### src/rtl/mdio_pkg.sv
// Shared definitions for the Clause-22 MDIO responder: FSM states, opcodes,
// register addresses and reset constants.
package mdio_pkg;

    typedef enum logic [3:0] {
        S_PRE   = 4'd0,
        S_ST    = 4'd1,
        S_OP    = 4'd2,
        S_PHYAD = 4'd3,
        S_REGAD = 4'd4,
        S_TA    = 4'd5,
        S_RDATA = 4'd6,
        S_WDATA = 4'd7,
        S_SKIP  = 4'd8
    } mdio_state_t;

    localparam logic [1:0]  OP_READ    = 2'b10;
    localparam logic [1:0]  OP_WRITE   = 2'b01;

    localparam logic [4:0]  REG_BMCR   = 5'd0;
    localparam logic [4:0]  REG_BMSR   = 5'd1;
    localparam logic [4:0]  REG_ID1    = 5'd2;
    localparam logic [4:0]  REG_ID2    = 5'd3;

    localparam logic [15:0] BMCR_RESET = 16'h3100;
    localparam logic [15:0] BMSR_BASE  = 16'h7809;

    // Link status is mirrored into BMSR bits 5 and 2.
    function automatic logic [15:0] bmsr_value(input logic link_up);
        return BMSR_BASE | {10'd0, link_up, 2'd0, link_up, 2'd0};
    endfunction

endpackage

### src/rtl/mdio_edge_sync.sv
// Two-flop synchronisers for the asynchronous MDC/MDIO pins plus a one-cycle
// pulse on each synchronised MDC rising edge.
module mdio_edge_sync (
    input  logic msoc_clk,
    input  logic rstn,
    input  logic i_mdc,
    input  logic i_mdio,
    output logic mdc_rise,
    output logic mdio_sync
);

    logic [2:0] mdc_sync_r;
    logic [1:0] mdio_sync_r;

    // Synchroniser chains; the third MDC stage holds the previous sample.
    always_ff @(posedge msoc_clk) begin
        if (!rstn) begin
            mdc_sync_r  <= 3'b000;
            mdio_sync_r <= 2'b00;
        end else begin
            mdc_sync_r  <= {mdc_sync_r[1:0], i_mdc};
            mdio_sync_r <= {mdio_sync_r[0], i_mdio};
        end
    end

    assign mdc_rise  = mdc_sync_r[1] & ~mdc_sync_r[2];
    assign mdio_sync = mdio_sync_r[1];

endmodule

### src/rtl/mdio_responder.sv
// Clause-22 MDIO target serving a small PHY register file.
// Optional MDIO_RESP_PREAMBLE_SUPPRESS_EN: accept a frame after a 1-bit preamble.
module mdio_responder
    import mdio_pkg::*;
#(
    parameter logic [4:0]  PHY_ADDR     = 5'd1,
    parameter logic [15:0] PHY_ID1      = 16'h0022,
    parameter logic [15:0] PHY_ID2      = 16'h1560,
    parameter int unsigned PREAMBLE_MIN = 32
) (
    input  logic        msoc_clk,
    input  logic        rstn,
    input  logic        i_mdc,
    input  logic        i_mdio,
    output logic        o_mdio,
    output logic        oe_mdio,
    input  logic        i_link_up,
    output logic        o_loopback,
    output logic        o_power_down,
    output logic        o_wr_valid,
    output logic [4:0]  o_wr_addr,
    output logic [15:0] o_wr_data
);

    localparam logic [7:0] PRE_MAX = 8'(PREAMBLE_MIN);
`ifdef MDIO_RESP_PREAMBLE_SUPPRESS_EN
    localparam logic [7:0] PRE_AFTER_FRAME = PRE_MAX - 8'd1;
`else
    localparam logic [7:0] PRE_AFTER_FRAME = 8'd0;
`endif

    logic        mdc_rise_s;
    logic        mdio_s;
    logic [15:0] shift_in_s;
    logic [15:0] rd_value_s;

    mdio_state_t state_r;
    logic [7:0]  pre_cnt_r;
    logic [4:0]  bit_cnt_r;
    logic [14:0] shift_r;
    logic        is_read_r;
    logic        foreign_r;
    logic [4:0]  regad_r;
    logic [15:0] rd_shift_r;
    logic [15:0] bmcr_r;
    logic [15:0] scratch_r [4];

    mdio_edge_sync u_sync (
        .msoc_clk  (msoc_clk),
        .rstn      (rstn),
        .i_mdc     (i_mdc),
        .i_mdio    (i_mdio),
        .mdc_rise  (mdc_rise_s),
        .mdio_sync (mdio_s)
    );

    assign shift_in_s   = {shift_r, mdio_s};
    assign o_loopback   = bmcr_r[14];
    assign o_power_down = bmcr_r[11];

    // Read mux addressed by the register field as it completes.
    always_comb begin
        rd_value_s = 16'h0000;
        case (shift_in_s[4:0])
            REG_BMCR:                   rd_value_s = bmcr_r;
            REG_BMSR:                   rd_value_s = bmsr_value(i_link_up);
            REG_ID1:                    rd_value_s = PHY_ID1;
            REG_ID2:                    rd_value_s = PHY_ID2;
            5'd4, 5'd5, 5'd6, 5'd7:     rd_value_s = scratch_r[shift_in_s[1:0]];
            default:                    rd_value_s = 16'h0000;
        endcase
    end

    // Frame FSM, pin drive and register file; everything steps on an MDC rise.
    always_ff @(posedge msoc_clk) begin
        if (!rstn) begin
            state_r    <= S_PRE;
            pre_cnt_r  <= 8'd0;
            bit_cnt_r  <= 5'd0;
            shift_r    <= 15'd0;
            is_read_r  <= 1'b0;
            foreign_r  <= 1'b0;
            regad_r    <= 5'd0;
            rd_shift_r <= 16'h0000;
            bmcr_r     <= BMCR_RESET;
            for (int i = 0; i < 4; i++) scratch_r[i] <= 16'h0000;
            o_mdio     <= 1'b0;
            oe_mdio    <= 1'b0;
            o_wr_valid <= 1'b0;
            o_wr_addr  <= 5'd0;
            o_wr_data  <= 16'h0000;
        end else begin
            o_wr_valid <= 1'b0;
            if (mdc_rise_s) begin
                case (state_r)
                    S_PRE: begin
                        if (mdio_s) begin
                            if (pre_cnt_r != PRE_MAX) pre_cnt_r <= pre_cnt_r + 8'd1;
                        end else if (pre_cnt_r == PRE_MAX) begin
                            state_r <= S_ST;
                        end else begin
                            pre_cnt_r <= 8'd0;
                        end
                    end
                    S_ST: begin
                        bit_cnt_r <= 5'd0;
                        if (mdio_s) begin
                            state_r <= S_OP;
                        end else begin
                            state_r   <= S_PRE;
                            pre_cnt_r <= 8'd0;
                        end
                    end
                    S_OP: begin
                        shift_r <= shift_in_s[14:0];
                        if (bit_cnt_r == 5'd1) begin
                            bit_cnt_r <= 5'd0;
                            is_read_r <= (shift_in_s[1:0] == OP_READ);
                            if (shift_in_s[1:0] == OP_READ || shift_in_s[1:0] == OP_WRITE) begin
                                state_r <= S_PHYAD;
                            end else begin
                                state_r <= S_SKIP;
                            end
                        end else begin
                            bit_cnt_r <= bit_cnt_r + 5'd1;
                        end
                    end
                    S_PHYAD: begin
                        shift_r <= shift_in_s[14:0];
                        if (bit_cnt_r == 5'd4) begin
                            bit_cnt_r <= 5'd0;
                            foreign_r <= (shift_in_s[4:0] != PHY_ADDR);
                            state_r   <= S_REGAD;
                        end else begin
                            bit_cnt_r <= bit_cnt_r + 5'd1;
                        end
                    end
                    S_REGAD: begin
                        shift_r <= shift_in_s[14:0];
                        if (bit_cnt_r == 5'd4) begin
                            bit_cnt_r  <= 5'd0;
                            regad_r    <= shift_in_s[4:0];
                            rd_shift_r <= rd_value_s;
                            state_r    <= foreign_r ? S_SKIP : S_TA;
                        end else begin
                            bit_cnt_r <= bit_cnt_r + 5'd1;
                        end
                    end
                    S_TA: begin
                        if (bit_cnt_r == 5'd0) begin
                            bit_cnt_r <= 5'd1;
                            if (is_read_r) begin
                                oe_mdio <= 1'b1;
                                o_mdio  <= 1'b0;
                            end
                        end else begin
                            bit_cnt_r <= 5'd0;
                            if (is_read_r) begin
                                o_mdio     <= rd_shift_r[15];
                                rd_shift_r <= {rd_shift_r[14:0], 1'b0};
                                state_r    <= S_RDATA;
                            end else begin
                                state_r <= S_WDATA;
                            end
                        end
                    end
                    S_RDATA: begin
                        if (bit_cnt_r == 5'd15) begin
                            oe_mdio   <= 1'b0;
                            o_mdio    <= 1'b0;
                            state_r   <= S_PRE;
                            pre_cnt_r <= PRE_AFTER_FRAME;
                        end else begin
                            o_mdio     <= rd_shift_r[15];
                            rd_shift_r <= {rd_shift_r[14:0], 1'b0};
                            bit_cnt_r  <= bit_cnt_r + 5'd1;
                        end
                    end
                    S_WDATA: begin
                        shift_r <= shift_in_s[14:0];
                        if (bit_cnt_r == 5'd15) begin
                            o_wr_valid <= 1'b1;
                            o_wr_addr  <= regad_r;
                            o_wr_data  <= shift_in_s;
                            state_r    <= S_PRE;
                            pre_cnt_r  <= PRE_AFTER_FRAME;
                            // Read-only and unmapped addresses still pulse but store nothing.
                            case (regad_r)
                                REG_BMCR: begin
                                    if (shift_in_s[15]) begin
                                        bmcr_r <= BMCR_RESET;
                                        for (int i = 0; i < 4; i++) scratch_r[i] <= 16'h0000;
                                    end else begin
                                        bmcr_r <= {1'b0, shift_in_s[14:0]};
                                    end
                                end
                                5'd4, 5'd5, 5'd6, 5'd7: scratch_r[regad_r[1:0]] <= shift_in_s;
                                default: begin
                                end
                            endcase
                        end else begin
                            bit_cnt_r <= bit_cnt_r + 5'd1;
                        end
                    end
                    S_SKIP: begin
                        if (bit_cnt_r == 5'd17) begin
                            bit_cnt_r <= 5'd0;
                            state_r   <= S_PRE;
                            pre_cnt_r <= 8'd0;
                        end else begin
                            bit_cnt_r <= bit_cnt_r + 5'd1;
                        end
                    end
                    default: begin
                        state_r   <= S_PRE;
                        pre_cnt_r <= 8'd0;
                        oe_mdio   <= 1'b0;
                    end
                endcase
            end
        end
    end

endmodule
### config.mk
export PLATFORM = sky130hd
export DESIGN_NAME = mdio_responder
export DESIGN_NICKNAME = d
export VERILOG_FILES = /design/src/rtl/mdio_pkg.sv /design/src/rtl/mdio_edge_sync.sv /design/src/rtl/mdio_responder.sv
export SDC_FILE = /design/constraint.sdc
export NUM_CORES = 1
export LEC_CHECK = 0
export ABC_AREA = 0
export CORE_ASPECT_RATIO = 1.2
export CORE_MARGIN = 2
export CORE_UTILIZATION = 68
export CTS_BUF_LIST = sky130_fd_sc_hd__clkbuf_4 sky130_fd_sc_hd__clkbuf_8
export CTS_CLUSTER_DIAMETER = 120
export CTS_CLUSTER_SIZE = 14
export DETAILED_ROUTE_END_ITERATION = 10
export HOLD_SLACK_MARGIN = 0.02
export PLACE_DENSITY_LB_ADDON = 0.08
export SLEW_MARGIN = 20
export SYNTH_ARGS = -nofsm -noshare
export SYNTH_HDL_FRONTEND = slang
export SYNTH_HIERARCHICAL = 1
export SYNTH_SLANG_ARGS = --single-unit
### constraint.sdc
create_clock -name msoc_clk -period 5.3 [get_ports msoc_clk]
set_clock_uncertainty 0.15 [all_clocks]
set_input_delay 0.795 -clock msoc_clk [delete_from_list [all_inputs] [get_ports msoc_clk]]
set_output_delay 0.795 -clock msoc_clk [all_outputs]
set_load 0.02 [all_outputs]
==> flow_summary.ini <==
[outcome]
outcome = completed

[worst_setup_path]
crit_arrival_ps = 3580
critPathLaunch = bit_cnt_r[0]$_SDFFE_PN0P_
r2r_slack_ps = 1650
crit_path_max_fanout = 24
r2r_cells = 8
r2r_start = bit_cnt_r[0]$_SDFFE_PN0P_
r2r_end = scratch_r[2][15]$_SDFFCE_PN0P_
critPathKind = reg -> reg
critPathLaunchType = flip-flop
cp-end-kind = flip-flop
crit_required_ps = 5220

[detailed_routing]
dr.pass1.iters = 6
drt_iter0_drc = 557
viasPerCell = 6.47
wl_microns = 18100
drtAntennaViolNets = 0
drc = 0
dr_total_vias = 5794
routedWlPerCell_microns = 20.2

[sta]
fin_crit_sh = 0.689
fmax_mhz = 274
fin_crit_ps = 3650
grt_setup_unrepaired = no
setup_viol = 0
worstMarginPinSlew_ps = 946
maxSlewViolCount = 0
finalHoldViolCount = 0
final.setup.tns_ps = 0
setup_ws_ps = 1650
maxSlewHeadroom = 0.368

[cts]
cts-resized-gates = 0
cts_root_buf = clkbuf_8
h-tree-depth = 4
cts.sink_count = 163
holdBufCountCts = 0
worstSkewPairLatency_ps = 440
cts_buffers = 17
post_cts_buffers = 0
cts_tree = yes
cts.path.max_buffers = 2
clkTransAtPathRegs_ps = 90

[floorplan]
rows = 42
die_h_microns = 119
coreArea_sq_mm = 0.0109
dieWidth_microns = 100
initial_core_util = 0.691
die_area_sq_mm = 0.0120
io-pin-count = 31

[power_and_ir_drop]
swShare = 0.230
switching_power_uw = 520
p_leak_nw = 2.84
ir_worst_vdd_mv = 0.182
seqPwrFrac = 0.593
p_clk_frac = 0.377
power.density_mw_per_mm2 = 275
total_power_mw = 2.26
share_comb_of_total_power = 0.029
p_int_mw = 1.74

[yosys]
yosys_warnings = 6
ys_ff_latch = 163
ys_types = 67
synth_seq_area_share = 0.517
syn_inst = 748
synth_area_per_cell_sq_um = 10.1
synthDominantCellAreaShare = 0.262
syn-cell-area_sq_mm = 0.00755
synth_top_area_cell = dfxtp_1
async_flop_share = 0
synthesis.nets = 763
yosys_most_used_dff = dfxtp_1
synth_edf_count = 64
synth_area_leaders = dfxtp_1 (26%), edfxtp_1 (25%), mux4_2 (4.8%)

[hold_path]
holdCritPathClass = reg -> reg
worstHoldStart = u_sync/mdio_sync_r[0]$_SDFF_PN0_
holdPathEnd = u_sync/mdio_sync_r[1]$_SDFF_PN0_
whs_path_depth = 1

[place]
place_congestion = 0.934
dpl.hpwl_microns = 12300
io_buffers = 30
preCtsSetupSlack_ps = 1680

[cells_and_area]
diodes = 0
fin_util = 0.751
syn2layout_area_growth_pct = 8.66
fin_nets = 766
drive_gt1_frac = 0.0864
fillCellCount = 764

[grt]
overflow = 0
grt_usage = 0.314
grt_max_degree = 68
grt_pass1_vias = 5527
antenna_found_initial = 0
grt_first_pass_wirelength_microns = 28600

[flow_run]
cap_violations = 0
## cells by family after synthesis
| logic type | synth area share |
|---|---|
| AND/OR/NAND/NOR | 0.217 |
| flip-flops | 0.517 |
| AO/OA/AOI/OAI | 0.125 |
| buffers and inverters | 0.0399 |
| multiplexers | 0.0822 |
| adder cells (fa/ha/maj) | 0.0166 |
| XOR/XNOR | 0.00232 |
## flip-flops by register name (all words and copies together), names as in the netlist
register,count
scratch_r,64
is_read_r,1
u_sync/mdc_sync_r,3
regad_r,5
state_r,4
o_wr_data,16
u_sync/mdio_sync_r,2
o_wr_valid,1
o_wr_addr,5
oe_mdio,1
shift_r,15
foreign_r,1
o_mdio,1
pre_cnt_r,8
bit_cnt_r,5
bmcr_r,15
rd_shift_r,16
## stage by stage
stage	hold slack, ps	cell area (sq um)	std cells
2_1_floorplan	256	7550	748
3_3_place_gp	280	7840	864
3_5_place_dp	280	7840	864
4_1_cts	309	8210	896
5_1_grt	325	8210	896
6_report	303	8210	896
## synth_stat cells (all sizes together) (16+ instances only)
| library cell | instances |
|---|---|
| and3 | 23 |
| o21ai | 40 |
| clkbuf | 35 |
| buf | 20 |
| edfxtp | 64 |
| dfxtp | 99 |
| nor2 | 49 |
| mux2i | 26 |
| and2 | 51 |
| a21oi | 66 |
| mux4 | 16 |
| nand2 | 93 |
## placed cells by master, fill, tap and decap left out, drive strengths merged, types with 9 or more instances in the layout
cell type / instances
clkbuf: 18
and2: 51
clkdlybuf4s50: 30
o21ai: 40
ha: 10
mux2i: 26
nand3b: 12
nand2: 93
nor3: 12
edfxtp: 64
dfxtp: 99
and3: 23
nor2: 49
inv: 21
nand2b: 13
a21oi: 66
mux4: 16
nand3: 12
buf: 9
## metal layers
layer  wire length (microns)  GRT usage  part of all wire  vias to the layer above
li1                        -          -                 -                     2696
met1                    6790      0.390              0.38                     2756
met2                    9160      0.523              0.51                      293
met3                    1420     0.0669             0.078                       49
met4                     690      0.140             0.038                        0
met5                       0          0                 0                        -
## worst max-delay path by stage
stage	to	slack, ps	depth (start not counted)
3_5_place_dp	scratch_r[2][7]$_SDFFCE_PN0P_	1680	8
3_3_place_gp	scratch_r[2][15]$_SDFFCE_PN0P_	1800	8
4_1_cts	scratch_r[2][9]$_SDFFCE_PN0P_	1620	8
5_1_grt	scratch_r[2][2]$_SDFFCE_PN0P_	1300	8
6_report	scratch_r[2][15]$_SDFFCE_PN0P_	1650	8
2_1_floorplan	scratch_r[3][0]$_SDFFCE_PN0P_	2480	9
## power groups by stage
stage | Combinational (mW) | Clock (mW) | Sequential [mW]
final | 0.0663 | 0.851 | 1.34
after global placement | 0.0638 | 0 | 1.37
after floorplan | 0.0495 | 0 | 1.36
after detailed placement | 0.0655 | 0 | 1.37
after global routing | 0.0720 | 0.905 | 1.34
after CTS | 0.0657 | 0.858 | 1.34
## area by class of cell
class | instances | area, sq um | area share
Tap cell | 132 | 165 | 0.0201
Clock inverter | 14 | 123 | 0.0149
Multi-Input combinational cell | 516 | 3350 | 0.408
Timing Repair Buffer | 39 | 368 | 0.0448
Sequential cell | 163 | 3900 | 0.476
Clock buffer | 18 | 248 | 0.0302
Inverter | 14 | 52.6 | 0.00640
## critical path, cell delays in order, from the launching register on
cell      delay [ps]
dfxtp_1          410
ha_1             190
and3_1           160
ha_1             290
and4_1           240
buf_4            270
nand4_2          280
nor3b_2          640
nand2b_1         640
(Power assumes the default switching activity.)
